--- src/rtl/tcam_pkg.sv ---
// Shared constants, types and the per-slice match rule for the SRAM-based TCAM.
// Used by the rule writer and by the search-side model.
package tcam_pkg;

    localparam int unsigned W   = 16;
    localparam int unsigned B   = 8;
    localparam int unsigned N   = 32;
    localparam int unsigned S   = W / B;
    localparam int unsigned IDW = $clog2(N);

    typedef enum logic {
        OP_INSERT = 1'b0,
        OP_DELETE = 1'b1
    } op_e;

    // Writer states
    typedef logic [1:0] wr_state_t;
    localparam wr_state_t IDLE  = 2'd0;
    localparam wr_state_t SWEEP = 2'd1;
    localparam wr_state_t DONE  = 2'd2;

    // A row address matches a slice when every cared-about bit agrees.
    function automatic logic slice_match(input logic [B-1:0] addr,
                                         input logic [B-1:0] value_slice,
                                         input logic [B-1:0] mask_slice);
        return ((addr ^ value_slice) & ~mask_slice) == '0;
    endfunction

endpackage

--- src/rtl/tcam_row_gen.sv ---
// Combinational row generator: the write data for every sub-block and the shared
// per-bit enable for one row of the sweep.
module tcam_row_gen
    import tcam_pkg::*;
(
    input  logic             active,
    input  logic [B-1:0]     addr,
    input  op_e              op,
    input  logic [IDW-1:0]   id,
    input  logic [W-1:0]     value,
    input  logic [W-1:0]     mask,
    output logic [S*N-1:0]   wdata,
    output logic [N-1:0]     wbe
);

    always_comb begin
        wbe   = '0;
        wdata = '0;
        if (active) begin
            wbe[id] = 1'b1;
            for (int i = 0; i < S; i++) begin
                wdata[i*N + int'(id)] = (op == OP_INSERT) &&
                    slice_match(addr, value[i*B +: B], mask[i*B +: B]);
            end
        end
    end

endmodule

--- src/rtl/tcam_rule_writer.sv ---
// TCAM rule update engine: sweeps all 2^B rows once, writing only the target
// rule's column in every sub-block.
module tcam_rule_writer
    import tcam_pkg::*;
(
    input  logic             clk,
    input  logic             rst,
    input  logic             req_valid,
    output logic             req_ready,
    input  logic             req_op,
    input  logic [IDW-1:0]   req_id,
    input  logic [W-1:0]     req_value,
    input  logic [W-1:0]     req_mask,
    output logic [S-1:0]     mem_we,
    output logic [B-1:0]     mem_addr,
    output logic [S*N-1:0]   mem_wdata,
    output logic [N-1:0]     mem_wbe,
    output logic             busy,
    output logic             done
);

    localparam logic [B:0] LAST_ROW = {1'b0, {B{1'b1}}};

    wr_state_t      state_q, state_d;
    // One extra bit so the terminal count never aliases with row 0.
    logic [B:0]     cnt_q, cnt_d;
    logic [B-1:0]   addr_q, addr_d;
    op_e            op_q, op_d;
    logic [IDW-1:0] id_q, id_d;
    logic [W-1:0]   value_q, value_d;
    logic [W-1:0]   mask_q, mask_d;

    always_comb begin
        state_d = state_q;
        cnt_d   = cnt_q;
        addr_d  = addr_q;
        op_d    = op_q;
        id_d    = id_q;
        value_d = value_q;
        mask_d  = mask_q;
        case (state_q)
            IDLE: begin
                if (req_valid) begin
                    op_d    = op_e'(req_op);
                    id_d    = req_id;
                    value_d = req_value;
                    mask_d  = req_mask;
                    cnt_d   = '0;
                    state_d = SWEEP;
                end
            end
            SWEEP: begin
                cnt_d  = cnt_q + 1'b1;
                addr_d = cnt_q[B-1:0];
                if (cnt_q == LAST_ROW) begin
                    state_d = DONE;
                end
            end
            DONE:    state_d = IDLE;
            default: state_d = IDLE;
        endcase
    end

    always_ff @(posedge clk or posedge rst) begin
        if (rst) begin
            state_q <= IDLE;
            cnt_q   <= '0;
            addr_q  <= '0;
            op_q    <= OP_INSERT;
            id_q    <= '0;
            value_q <= '0;
            mask_q  <= '0;
        end else begin
            state_q <= state_d;
            cnt_q   <= cnt_d;
            addr_q  <= addr_d;
            op_q    <= op_d;
            id_q    <= id_d;
            value_q <= value_d;
            mask_q  <= mask_d;
        end
    end

    logic sweeping;

    always_comb begin
        sweeping  = (state_q == SWEEP);
        req_ready = (state_q == IDLE);
        busy      = sweeping;
        done      = (state_q == DONE);
        mem_we    = sweeping ? {S{1'b1}} : '0;
        mem_addr  = sweeping ? cnt_q[B-1:0] : addr_q;
    end

    tcam_row_gen u_row_gen (
        .active (sweeping),
        .addr   (cnt_q[B-1:0]),
        .op     (op_q),
        .id     (id_q),
        .value  (value_q),
        .mask   (mask_q),
        .wdata  (mem_wdata),
        .wbe    (mem_wbe)
    );

endmodule

--- config.mk ---
export PLATFORM = sky130hd
export DESIGN_NAME = tcam_rule_writer
export DESIGN_NICKNAME = d
export VERILOG_FILES = /design/src/rtl/tcam_pkg.sv /design/src/rtl/tcam_row_gen.sv /design/src/rtl/tcam_rule_writer.sv
export SDC_FILE = /design/constraint.sdc
export NUM_CORES = 1
export LEC_CHECK = 0
export BUFFER_PORTS_ARGS = -buffer_cell sky130_fd_sc_hd__buf_4
export CORE_MARGIN = 2
export CORE_UTILIZATION = 52
export DETAILED_ROUTE_END_ITERATION = 10
export PLACE_DENSITY = 0.95
export SLEW_MARGIN = 20
export SYNTH_ARGS = -nofsm -noshare
export SYNTH_HDL_FRONTEND = slang
export SYNTH_SLANG_ARGS = --single-unit
export TNS_END_PERCENT = 100
--- constraint.sdc ---
create_clock -name clk -period 4.4 [get_ports clk]
set_input_delay 0.66 -clock clk [delete_from_list [all_inputs] [get_ports clk]]
set_output_delay 0.66 -clock clk [all_outputs]
set_load 0.01 [all_outputs]
# Word-level counts from Yosys, hierarchy flattened

Cells that the tools add are included.

Add/subtract/negate cells: 2
Order comparisons: 6
Eq/ne operators: 5
Mux-type cells: 16
Bitwise operators: 8
Reductions and logical operators: 12

Operator list:

| operator                                                           | number |
|---|---|
| AND 64 x 32 -> 64 bit                                              | 1 |
| bitwise mux 64 bit                                                 | 1 |
| 2-to-1 mux 64 bit                                                  | 1 |
| greater-or-equal comparator 32 x 1 -> 1 bit, second input constant | 1 |
| < comparator 32 x 7 -> 1 bit, second input constant                | 1 |
| 2-to-1 mux 32 bit                                                  | 1 |
| one-hot mux 9 bit (2 select lines)                                 | 1 |
| AND 8 bit                                                          | 2 |
| logical NOT 8 bit                                                  | 2 |
| NOT 8 bit                                                          | 2 |
| bitwise XOR 8 bit                                                  | 2 |
| demux 1 bit (select 5 bit)                                         | 2 |
| greater-or-equal comparator 5 x 1 -> 1 bit, second input constant  | 2 |
| adder 9 x 1 -> 9 bit, second input constant                        | 1 |
| equality test 9 x 8 -> 1 bit, second input constant                | 1 |
| 2-to-1 mux 9 bit                                                   | 1 |
| 2-to-1 mux 8 bit                                                   | 1 |
| adder 6 x 5 -> 7 bit, first input constant                         | 1 |
| < comparator 5 x 7 -> 1 bit, second input constant                 | 1 |
| demux 1 bit (select 6 bit)                                         | 1 |
| < comparator 5 x 6 -> 1 bit, second input constant                 | 1 |
| 2-to-1 mux 2 bit                                                   | 3 |
| AND reduction 2 bit                                                | 3 |
| logical AND 1 bit                                                  | 5 |
| 9 further kinds                                                    | 11 |

Bits in registers: 57
Input port bits: 41
Output and inout port bits: 109

# Depth between registers and ports, before layout

Gate-level depths: netlist of run 1.

Word-level depth: 7
Depth in mapped cells: 7

# By module

A second synthesis of run 1 with hierarchy kept.

Cell total of the unflattened synthesis: 371
Area, all modules: 3798.6 µm²

By module, submodules not included:

| module           | times used | cells an instance | area an instance (µm²) | seq. area each (µm²) |
|---|---|---|---|---|
| tcam_rule_writer | 1          | 175               | 2448.6                 | 1426.4 |
| tcam_row_gen     | 1          | 196               | 1350.0                 | 0.0 |

# Worst setup path after synthesis of run 1

OpenSTA, ideal clock, no wires.

Path kind: register -> output
From: register cnt_q[4]
To: output port mem_wdata[42]
Arrival: 1881 ps
Data required time: 3740 ps
Slack: 1859 ps
Stages on the path, launching flop included: 8
Path buffers: 3
Cell sequence: dfrtp_1 buf_4 xnor2_1 o22ai_1 or4_1 buf_2 buf_6 nor4_1

Cells in the longest elaborated chain, start to end: 7
Elaborated cells on any way between the ends: 11

Ends and longest elaborated chain:

| element                                | RTL line               | RTL |
|---|---|---|
| start: declaration                     | tcam_rule_writer.sv:26 | `logic [B:0] cnt_q, cnt_d;` |
| start signal: assignment               | tcam_rule_writer.sv:75 | `cnt_q <= cnt_d;` |
| bitwise XOR 8 bit                      | tcam_pkg.sv:26         | `return ((addr ^ value_slice) & ~mask_slice) == '0;` |
| AND 8 bit                              | tcam_pkg.sv:26         |  |
| logical NOT 8 bit                      | tcam_pkg.sv:26         |  |
| logical AND 1 bit                      | tcam_row_gen.sv:22     | `wdata[i*N + int'(id)] = (op == OP_INSERT) &&` |
| AND 64 x 32 -> 64 bit (no source line) | n/a                    |  |
| bitwise mux 64 bit *                   | tcam_row_gen.sv:22     |  |
| 2-to-1 mux 64 bit *                    | tcam_row_gen.sv:19     | `if (active) begin` |
| end: declaration                       | tcam_rule_writer.sv:16 | `output logic [S*N-1:0] mem_wdata,` |

Every way passes the cells marked *; elsewhere a longest branch is shown, timed or not.

# Worst setup path after layout of run 1

From: register state_q[1]
To: output port mem_wdata[12]

Cells in the longest elaborated chain, start to end: 2

Ends and longest elaborated chain:

| element                      | RTL line               | RTL |
|---|---|---|
| start: declaration           | tcam_rule_writer.sv:24 | `wr_state_t state_q, state_d;` |
| start signal: assignment     | tcam_rule_writer.sv:74 | `state_q <= state_d;` |
| equality test 2 x 1 -> 1 bit | tcam_rule_writer.sv:87 | `sweeping = (state_q == SWEEP);` |
| 2-to-1 mux 64 bit            | tcam_row_gen.sv:19     |  |

No other way between the ends.

==> flow_summary.rst, run 1 <==
.. list-table::
   :header-rows: 1

   * - Metric
     - Value
   * - Cell Area, Synth
     - 3521 sq um
   * - Post-synthesis cell type count
     - 34
   * - Hold-fix buffer count after cts
     - 0
   * - Final WL
     - 10680 microns
   * - First-pass GRT wire length
     - 17060 microns
   * - Least-Margin Pin Slew
     - 0.9670 ns
   * - CORE AREA
     - 6459 sq um
   * - Cell internal power dissipation
     - 917.7 uW
   * - Post-synthesis sequential element count
     - 57
   * - Buffer type at the clock tree root
     - sky130_fd_sc_hd__clkbuf_8
   * - X dimension of the die
     - 86.29 microns
   * - Pins Over Slew Limit
     - 0
   * - Status
     - complete, no violations
   * - Number of ports placed on the die boundary
     - 150
   * - Critical path's slowest cell
     - sky130_fd_sc_hd__nor3_1
   * - Cells taking the most area after synthesis
     - sky130_fd_sc_hd__dfrtp_1 (41%), sky130_fd_sc_hd__nand2_1 (19%), sky130_fd_sc_hd__nor4_2 (8.9%)
   * - Peak fanout along the critical path
     - 24
   * - Number of standard cells after synthesis
     - 456
   * - Number of clock buffers inserted by TritonCTS
     - 9
   * - Delay contributed by the slowest stage of the critical path
     - 0.85 ns
   * - Clock-pin slew on the worst setup and hold paths
     - 0.06 ns
   * - Class of the most critical setup path
     - flip-flop to primary output
   * - Insertion delay of the later-clocked pin in the worst-skew pair
     - 0.33 ns
   * - Most common cell type on the critical path
     - sky130_fd_sc_hd__nor3_1
   * - Number of synthesized flops with an enable pin
     - 0
   * - End-of-flow core utilization
     - 74.20%
   * - Clock tree from TritonCTS
     - yes
   * - Top metal layer carrying routed signals
     - met4
   * - Number of inserted diodes
     - 0
   * - Initial standard-cell utilization of the core
     - 54.51%
   * - Post-synth ARST share
     - 100.0%
   * - Most frequently used cell type in the post-synthesis netlist
     - sky130_fd_sc_hd__nand2_1
   * - Timing-limited maximum frequency
     - 280.8 MHz
   * - Leakage power of the design
     - 0.002573 uW
   * - Total Neg Setup Slack
     - 0 ns
   * - Cell type contributing the most total cell area after synthesis
     - sky130_fd_sc_hd__dfrtp_1
   * - 1st-iter DRT viols
     - 184
   * - Tightest slew margin relative to the limit
     - 35.54%
   * - Post-CTS Setup Bufs
     - 0
   * - Share of Yosys cell area claimed by the top area cell type
     - 40.51%
   * - Worst setup skew after layout
     - 0.005205 ns
   * - Setup repair after global routing missed its margin
     - no
   * - Avg Cell Area, Syn
     - 7.721 sq um
   * - Share of cells above drive strength 1
     - 35.26%
   * - Number of endpoints with negative hold slack in the final report
     - 0
   * - Count of standard-cell rows
     - 29
   * - Detailed-routing iteration count for the pre-antenna-repair pass
     - 5
   * - Number of max-cap violations
     - 0
   * - Post-DP HPWL
     - 7804 microns
   * - DRC errors left
     - 0
   * - Sequential share of power
     - 45.8%
   * - Detail-routed net length per standard cell
     - 16.09 microns
   * - IR Drop Worst-Case VDD
     - 0.2261 mV
   * - Global route overflow
     - 0
   * - Wire length on met2
     - 5610 microns
   * - Final worst hold slack
     - 0.4762 ns
   * - Largest net degree at the start of global routing
     - 58
   * - DR WL met3
     - 888 microns
   * - Total clock sinks
     - 57
   * - Longest Clk Path Bufs
     - 2
   * - Clock share of power
     - 42.4%
   * - Die Footprint
     - 7445 sq um
   * - GRT Total Usage
     - 29.52%
   * - Net count of the mapped netlist
     - 499
   * - Period utilization
     - 80.95%
   * - Die Ht
     - 86.29 microns
   * - Via count
     - 3702
   * - Hold Crit Class
     - flip-flop to flip-flop
   * - Met1 wire length
     - 3899 microns
   * - Nets@finish
     - 626
   * - Maximum level of the CTS H-tree
     - 3
   * - Number of port buffers
     - 149
   * - Combinational share of power
     - 11.8%
   * - Via count of the first global-routing pass
     - 3421
   * - Cell breakdown of the critical path
     - nand2b_1 -> nor3_1 -> nand2_1 -> nor3_1 -> buf_4
   * - Cell Count Post-Placement
     - 649
   * - Post_cts resized
     - 0
   * - Startpoint class of the critical path
     - flip-flop
   * - Worst path arrival time
     - 2.90 ns
   * - Final antenna-violating net count
     - 0
   * - Syn-to-layout area delta
     - 36.11%
   * - Required time at the worst-slack endpoint
     - 3.74 ns
   * - Initial antenna violation count
     - 0
   * - CP endpoint kind
     - primary output
   * - Switching portion of total power
     - 24.68%
   * - Final setup violation count
     - 0
   * - DR vias/cell
     - 5.575
   * - Primary FF master, synth
     - sky130_fd_sc_hd__dfrtp_1
   * - Minimum clock period after layout
     - 3.562 ns
   * - Gp weighted congestion
     - 1.025
   * - Sequential fraction of the synthesis area
     - 40.51%
   * - Final std cells w/o fill
     - 664
   * - Most frequent cells after synthesis
     - sky130_fd_sc_hd__nand2_1 (179), sky130_fd_sc_hd__dfrtp_1 (57), sky130_fd_sc_hd__inv_1 (34), sky130_fd_sc_hd__nor3_1 (34), sky130_fd_sc_hd__nor4_2 (25)
   * - Pwr/cell area
     - 254.2 nW/um^2
   * - Ys Warns
     - 0
   * - Net switching power of the design
     - 300.7 uW
==> layer usage <==
metal  GRT usage (%)  vias up
li1                -     1721
met1           34.10     1728
met2           53.70      222
met3           6.857       31
met4           10.09        0
met5               0        -
==> area by class of cell <==
type | instances | area [sq um]
Fill cell | 478 | 1667
Clock inverter | 2 | 35.03
Sequential cell | 57 | 1426
Inverter | 35 | 131.4
Multi-Input combinational cell | 324 | 1753
Tap cell | 77 | 96.34
Clock buffer | 13 | 178.9
Timing Repair Buffer | 156 | 1171
==> path summary, 6_finish.rpt <==
check / endpoint / cells past startpoint / slack (ns) / from
worst max-delay path: mem_wdata[12] / 5 / 0.84 / state_q[1]
worst min-delay path: addr_q[7] / 2 / 0.48 / addr_q[7]
worst max register to register: cnt_q[6] / 5 / 2.27 / state_q[1]
worst min register to register: addr_q[7] / 2 / 0.48 / addr_q[7]
max in group asynchronous: value_q[14] / 3 / 3.41 / rst
min in group asynchronous: id_q[0] / 3 / 0.51 / rst
==> power by group through the flow <==
stage | Clock [uW] | Combinational (uW) | Sequential [uW]
floorplan | 0 | 92.0 | 561
global placement | 0 | 137 | 565
detailed placement | 0 | 141 | 566
CTS | 526 | 142 | 557
global route | 551 | 156 | 560
finish | 517 | 144 | 558
==> through the flow <==
stage	area, sq um	power [uW]	worst slack (ns)
2_1_floorplan	3521	652.6	1.859
3_3_place_gp	4573	702.1	1.210
3_5_place_dp	4573	707.7	1.242
4_1_cts	4787	1225	0.8453
5_1_grt	4792	1267	0.5961
6_report	4792	1218	0.8383
==> cell families (layout without fill, tap and decap cells) <==
kind of cell | count (synthesis) | count (layout) | share of synthesized area [%]
and+or+nand+nor | 283 | 283 | 40.30
xor gates and xnor gates | 17 | 17 | 4.655
DFF | 57 | 57 | 40.51
AOI/OAI and AO/OA | 22 | 22 | 3.660
buffers and inverters | 75 | 206 | 10.16
adders and majority gates | 2 | 2 | 0.7106
==> sequential cells by signal, indices dropped and copies added (netlist names) <==
signal	flops
addr_q	8
cnt_q	9
id_q	5
mask_q	16
op_q	1
state_q	2
value_q	16
==> placed cells by master (no fill, tap or decap), types with 4 or more instances in the layout <==
cell type                  instances
sky130_fd_sc_hd__nand2_1         179
sky130_fd_sc_hd__buf_4           156
sky130_fd_sc_hd__dfrtp_1          57
sky130_fd_sc_hd__nor3_1           34
sky130_fd_sc_hd__inv_1            33
sky130_fd_sc_hd__nor4_2           25
sky130_fd_sc_hd__xnor2_1          14
sky130_fd_sc_hd__o21ai_0          13
sky130_fd_sc_hd__clkbuf_8         13
sky130_fd_sc_hd__nor2_1           12
sky130_fd_sc_hd__nor4_1            7
sky130_fd_sc_hd__nand3_1           5
sky130_fd_sc_hd__o22ai_1           4
sky130_fd_sc_hd__and3_1            4
==> critical path: cells and delay by family (launching register included) <==
family,cells,cell delay (ns)
simple gates,4,1.99
buf+inv,1,0.17
flops,1,0.41
Note: power is estimated with default switching activity, not from simulation.
==> run 2: changes to the inputs <==
CORE_UTILIZATION = 44   (was 52)
PLACE_DENSITY = 0.87   (was 0.95)
clock period = 3.1 ns   (was 4.4 ns; I/O delays follow)
==> flow_summary.rst, run 2 (same netlist as run 1, synthesis figures left out) <==
.. list-table::
   :header-rows: 1

   * - Metric
     - Value
   * - Number of cells on the worst reg-to-reg path
     - 5
   * - CORE AREA
     - 7727 sq um
   * - Least-Margin Pin Slew
     - 0.7933 ns
   * - DRC errors left
     - 0
   * - Final worst hold slack
     - 0.1548 ns
   * - Clock tree from TritonCTS
     - yes
   * - Tightest slew margin relative to the limit
     - 46.98%
   * - Setup repair after global routing missed its margin
     - no
   * - Worst reg2reg path endpoint
     - cnt_q[5]
   * - Count of standard-cell rows
     - 32
   * - GRT Total Usage
     - 24.47%
   * - Buffer type at the clock tree root
     - sky130_fd_sc_hd__clkbuf_8
   * - Hold Crit Class
     - input port to asynchronous set/reset pin
   * - End-of-flow core utilization
     - 62.48%
   * - Maximum level of the CTS H-tree
     - 3
   * - Peak fanout along the critical path
     - 32
   * - Pwr/cell area
     - 331.7 nW/um^2
   * - Largest regs
     - mask_q: 16 flops, value_q: 16 flops, cnt_q: 9 flops
   * - Post-CTS Setup Bufs
     - 0
   * - Final setup violation count
     - 0
   * - Leakage power of the design
     - 0.002567 uW
   * - Total clock sinks
     - 57
   * - Placed instance area
     - 4627 sq um
   * - Post-DP HPWL
     - 8067 microns
   * - Detailed-routing iteration count for the pre-antenna-repair pass
     - 4
   * - Initial standard-cell utilization of the core
     - 45.56%
   * - Final WL
     - 10390 microns
   * - Start point of the critical path
     - cnt_q[3]
   * - Commonest cells after routing, fill and taps aside
     - sky130_fd_sc_hd__nand2_1 (179), sky130_fd_sc_hd__buf_4 (159), sky130_fd_sc_hd__dfrtp_1 (56)
   * - Number of endpoints with negative hold slack in the final report
     - 0
   * - Detail-routed net length per standard cell
     - 15.00 microns
   * - Reg2Reg Launch Point
     - state_q[0]
   * - Minimum clock period after layout
     - 2.992 ns
   * - CP endpoint kind
     - primary output
   * - Worst path arrival time
     - 2.53 ns
   * - Final std cells w/o fill
     - 693
   * - Class of the most critical setup path
     - flip-flop to primary output
   * - Slack of the worst reg-to-reg path
     - 1.33 ns
   * - Number of max-cap violations
     - 0
   * - Share of cells above drive strength 1
     - 35.70%
   * - Most common cell after layout, fill and taps aside
     - sky130_fd_sc_hd__nand2_1
   * - Global route overflow
     - 0
   * - Insertion delay of the later-clocked pin in the worst-skew pair
     - 0.33 ns
   * - Worst setup skew after layout
     - 0.004823 ns
   * - DR vias/cell
     - 5.215
   * - X dimension of the die
     - 93.46 microns
   * - Largest net degree at the start of global routing
     - 35
   * - 1st-iter DRT viols
     - 156
   * - Destination of the critical timing path
     - mem_wdata[32]
   * - Required time at the worst-slack endpoint
     - 2.63 ns
   * - Via count
     - 3614
   * - Die Footprint
     - 8734 sq um
   * - Finished layout cell area
     - 4828 sq um
   * - Initial antenna violation count
     - 0
   * - Via count of the first global-routing pass
     - 3430
   * - Syn-to-layout area delta
     - 37.14%
   * - Number of inserted diodes
     - 0
   * - Timing-limited maximum frequency
     - 334.2 MHz
   * - First-pass GRT wire length
     - 16750 microns
   * - Pins Over Slew Limit
     - 0
   * - Gp weighted congestion
     - 0.8460
   * - Status
     - complete, no violations
   * - Startpoint class of the critical path
     - flip-flop
   * - Longest Clk Path Bufs
     - 2
   * - Cell Count Post-Placement
     - 677
   * - Number of clock buffers inserted by TritonCTS
     - 9
   * - Number of port buffers
     - 149
   * - IR Drop Worst-Case VDD
     - 0.2996 mV
   * - Nets@finish
     - 629
   * - Period utilization
     - 96.51%
   * - Final antenna-violating net count
     - 0
   * - Clock-pin slew on the worst setup and hold paths
     - 0.06 ns
   * - Total Neg Setup Slack
     - 0 ns
   * - Number of ports placed on the die boundary
     - 150
   * - Die Ht
     - 93.46 microns
## run 2: routing by layer
layer | wire, microns | GRT usage, % | vias to the layer above | share of wire [%]
li1 | - | - | 1727 | -
met1 | 3992 | 29.47 | 1677 | 38
met2 | 5273 | 42.87 | 185 | 51
met3 | 840 | 5.157 | 25 | 8.1
met4 | 285 | 9.069 | 0 | 2.7
met5 | 0 | 0 | - | 0
## run 2: layout make-up
| type | instances | area (sq um) |
|---|---|---|
| fill | 665 | 2899 |
| multi-input combinational | 324 | 1774 |
| sequential | 57 | 1428 |
| timing repair buffer | 159 | 1194 |
| clock buffer | 13 | 158.9 |
| inverter | 35 | 131.4 |
| tap | 102 | 127.6 |
| clock inverter | 3 | 15.01 |
## run 2: report_power, final
group	internal, uW	leakage [uW]	total, uW	switching [uW]
Combinational	82.8	0.00176	206	123
Clock	330	0.0000932	604	275
Sequential	770	0.000715	792	22.3
## run 2: worst min path at each step
stage / startpoint / to / cells past startpoint
global placement: addr_q[0] / addr_q[0] / 2
global route: rst / id_q[0] / 2
detailed placement: addr_q[2] / addr_q[2] / 2
floorplan: mask_q[0] / mask_q[0] / 2
finish: rst / id_q[0] / 2
CTS: rst / mask_q[7] / 2
## run 2: timing repair
item	4_1_cts	5_1_grt
resized for setup	0	5
endpoints found under the setup margin	0	18
hold buffers	0	0
## run 2: worst max-delay path, cell delays in order, from the launching register on
cell and delay [ns]:
sky130_fd_sc_hd__dfrtp_1 0.49, sky130_fd_sc_hd__xnor2_1 0.21, sky130_fd_sc_hd__nor2_1 0.06, sky130_fd_sc_hd__or4_1 0.54
sky130_fd_sc_hd__buf_4 0.29, sky130_fd_sc_hd__nor4_2 0.41, sky130_fd_sc_hd__buf_4 0.19
## run 2: stage by stage
stage                     power, uW  setup slack (ns)
final                          1602            0.1081
after detailed placement       1008            0.3973
after CTS                      1616           0.01494
after global routing           1679           0.01830
after floorplan               926.3            0.7537
after global placement         1000            0.4739
==> run 3: changes to the inputs <==
CORE_UTILIZATION = 52   (was 44)
PLACE_DENSITY = 0.95   (was 0.87)
clock period = 3.7 ns   (was 3.1 ns; I/O delays follow)
==> flow_summary.rst, run 3 (same netlist as run 1, synthesis figures left out) <==
.. list-table::
   :header-rows: 1

   * - Metric
     - Value
   * - Status
     - complete, no violations
   * - Final std cells w/o fill
     - 665
   * - Layout fillers
     - 494
   * - Period utilization
     - 85.79%
   * - Tightest slew margin relative to the limit
     - 35.87%
   * - Number of clock buffers inserted by TritonCTS
     - 9
   * - DR vias/cell
     - 5.409
   * - Initial antenna violation count
     - 0
   * - Pins Over Slew Limit
     - 0
   * - Setup slack of the critical path after layout
     - 0.5259 ns
   * - Final setup violation count
     - 0
   * - End-of-flow core utilization
     - 73.52%
   * - Startpoint class of the critical path
     - flip-flop
   * - CP endpoint kind
     - primary output
   * - X dimension of the die
     - 86.29 microns
   * - 1st-iter DRT viols
     - 168
   * - Hold-fix buffer count after cts
     - 0
   * - Clock-pin slew on the worst setup and hold paths
     - 0.06 ns
   * - Detailed-routing iteration count for the pre-antenna-repair pass
     - 4
   * - Clock tree from TritonCTS
     - yes
   * - Leakage power of the design
     - 0.002551 uW
   * - Share of cells above drive strength 1
     - 34.86%
   * - Number of endpoints with negative hold slack in the final report
     - 0
   * - CORE AREA
     - 6459 sq um
   * - GRT Total Usage
     - 28.48%
   * - Commonest cells after routing, fill and taps aside
     - sky130_fd_sc_hd__nand2_1 (179), sky130_fd_sc_hd__buf_4 (156), sky130_fd_sc_hd__dfrtp_1 (57)
   * - Gp weighted congestion
     - 0.9786
   * - Number of inserted diodes
     - 0
   * - DRC errors left
     - 0
   * - Required time at the worst-slack endpoint
     - 3.14 ns
   * - Longest Clk Path Bufs
     - 2
   * - Via count
     - 3597
   * - Worst setup skew after layout
     - 0.007040 ns
   * - Total Neg Setup Slack
     - 0 ns
   * - Nets@finish
     - 626
   * - Post-DP HPWL
     - 7961 microns
   * - Syn-to-layout area delta
     - 34.86%
   * - Via count of the first global-routing pass
     - 3475
   * - Insertion delay of the later-clocked pin in the worst-skew pair
     - 0.33 ns
   * - Number of port buffers
     - 149
   * - Pwr/cell area
     - 282.3 nW/um^2
   * - Peak fanout along the critical path
     - 18
   * - Post-CTS Setup Bufs
     - 0
   * - Most common cell after layout, fill and taps aside
     - sky130_fd_sc_hd__nand2_1
   * - Final antenna-violating net count
     - 0
   * - Number of max-cap violations
     - 0
   * - Number of ports placed on the die boundary
     - 150
   * - Count of standard-cell rows
     - 29
   * - Post_cts resized
     - 0
   * - Largest net degree at the start of global routing
     - 58
   * - Detail-routed net length per standard cell
     - 15.95 microns
   * - IR Drop Worst-Case VDD
     - 0.2969 mV
   * - Buffer type at the clock tree root
     - sky130_fd_sc_hd__clkbuf_8
   * - First-pass GRT wire length
     - 16730 microns
   * - Hold Crit Class
     - input port to asynchronous set/reset pin
   * - Die Footprint
     - 7445 sq um
   * - Maximum level of the CTS H-tree
     - 3
   * - Total clock sinks
     - 57
   * - Worst Setup Slack post-DPL
     - 0.9023 ns
   * - Class of the most critical setup path
     - flip-flop to primary output
   * - Slack of the worst reg-to-reg path
     - 1.83 ns
   * - Initial standard-cell utilization of the core
     - 54.51%
   * - Cell Count Post-Placement
     - 649
   * - Final WL
     - 10610 microns
   * - Least-Margin Pin Slew
     - 0.9609 ns
   * - Global route overflow
     - 0
   * - Worst path arrival time
     - 2.62 ns
   * - Die Ht
     - 86.29 microns
   * - Largest regs
     - mask_q: 16 flops, value_q: 16 flops, cnt_q: 9 flops
   * - Timing-limited maximum frequency
     - 315.0 MHz
   * - Minimum clock period after layout
     - 3.174 ns
   * - Final worst hold slack
     - 0.4058 ns
   * - Setup repair after global routing missed its margin
     - no
[run 3: cell count changes in the layout (fill, tap and decap cells not counted), sizes merged]
cell,delta
buf,-3
clkinv,+1
inv,-1
[run 3: cell type report]
cell class / instances / area, sq um / share of cell area, %
clock buffers: 13 / 158.9 / 3.347
well taps: 77 / 96.34 / 2.029
multi-input cells: 324 / 1748 / 36.81
clock inverters: 3 / 15.01 / 0.3162
inverters: 35 / 132.6 / 2.793
flip-flops and latches: 57 / 1426 / 30.04
repair buffers: 156 / 1171 / 24.66
[run 3: final timing paths]
check,start,endpoint,depth (start not counted)
max in group asynchronous,rst,mask_q[13],2
max reg2reg,state_q[0],cnt_q[2],5
max,cnt_q[2],mem_wdata[26],5
min reg2reg,addr_q[7],addr_q[7],2
min in group clk,req_value[7],value_q[7],3
min,rst,id_q[2],2
[run 3: worst max-delay path: stages (launching register included)]
cell                      delay (ns)
sky130_fd_sc_hd__dfrtp_1        0.51
sky130_fd_sc_hd__xnor2_1        0.20
sky130_fd_sc_hd__o22ai_2        0.67
sky130_fd_sc_hd__or2_1          0.58
sky130_fd_sc_hd__nor3_1         0.14
sky130_fd_sc_hd__buf_4          0.18
[run 3: where the power goes]
part	switching (uW)	internal [uW]
clock network	233	276
logic	101	66.1
registers	18.6	645
[run 3: through the flow]
step                      total power, uW  area [sq um]
after global routing                 1398          4748
after CTS                            1343          4747
after floorplan                     776.1          3521
after detailed placement            840.6          4573
final                                1340          4748
after global placement              834.0          4573
[run 3: metal layers]
layer	vias up	GRT usage, %	routed length, microns
met4	0	10.94	296
met3	32	5.905	733
met5	-	0	0
met1	1668	34.26	4111
li1	1717	-	-
met2	180	50.18	5467
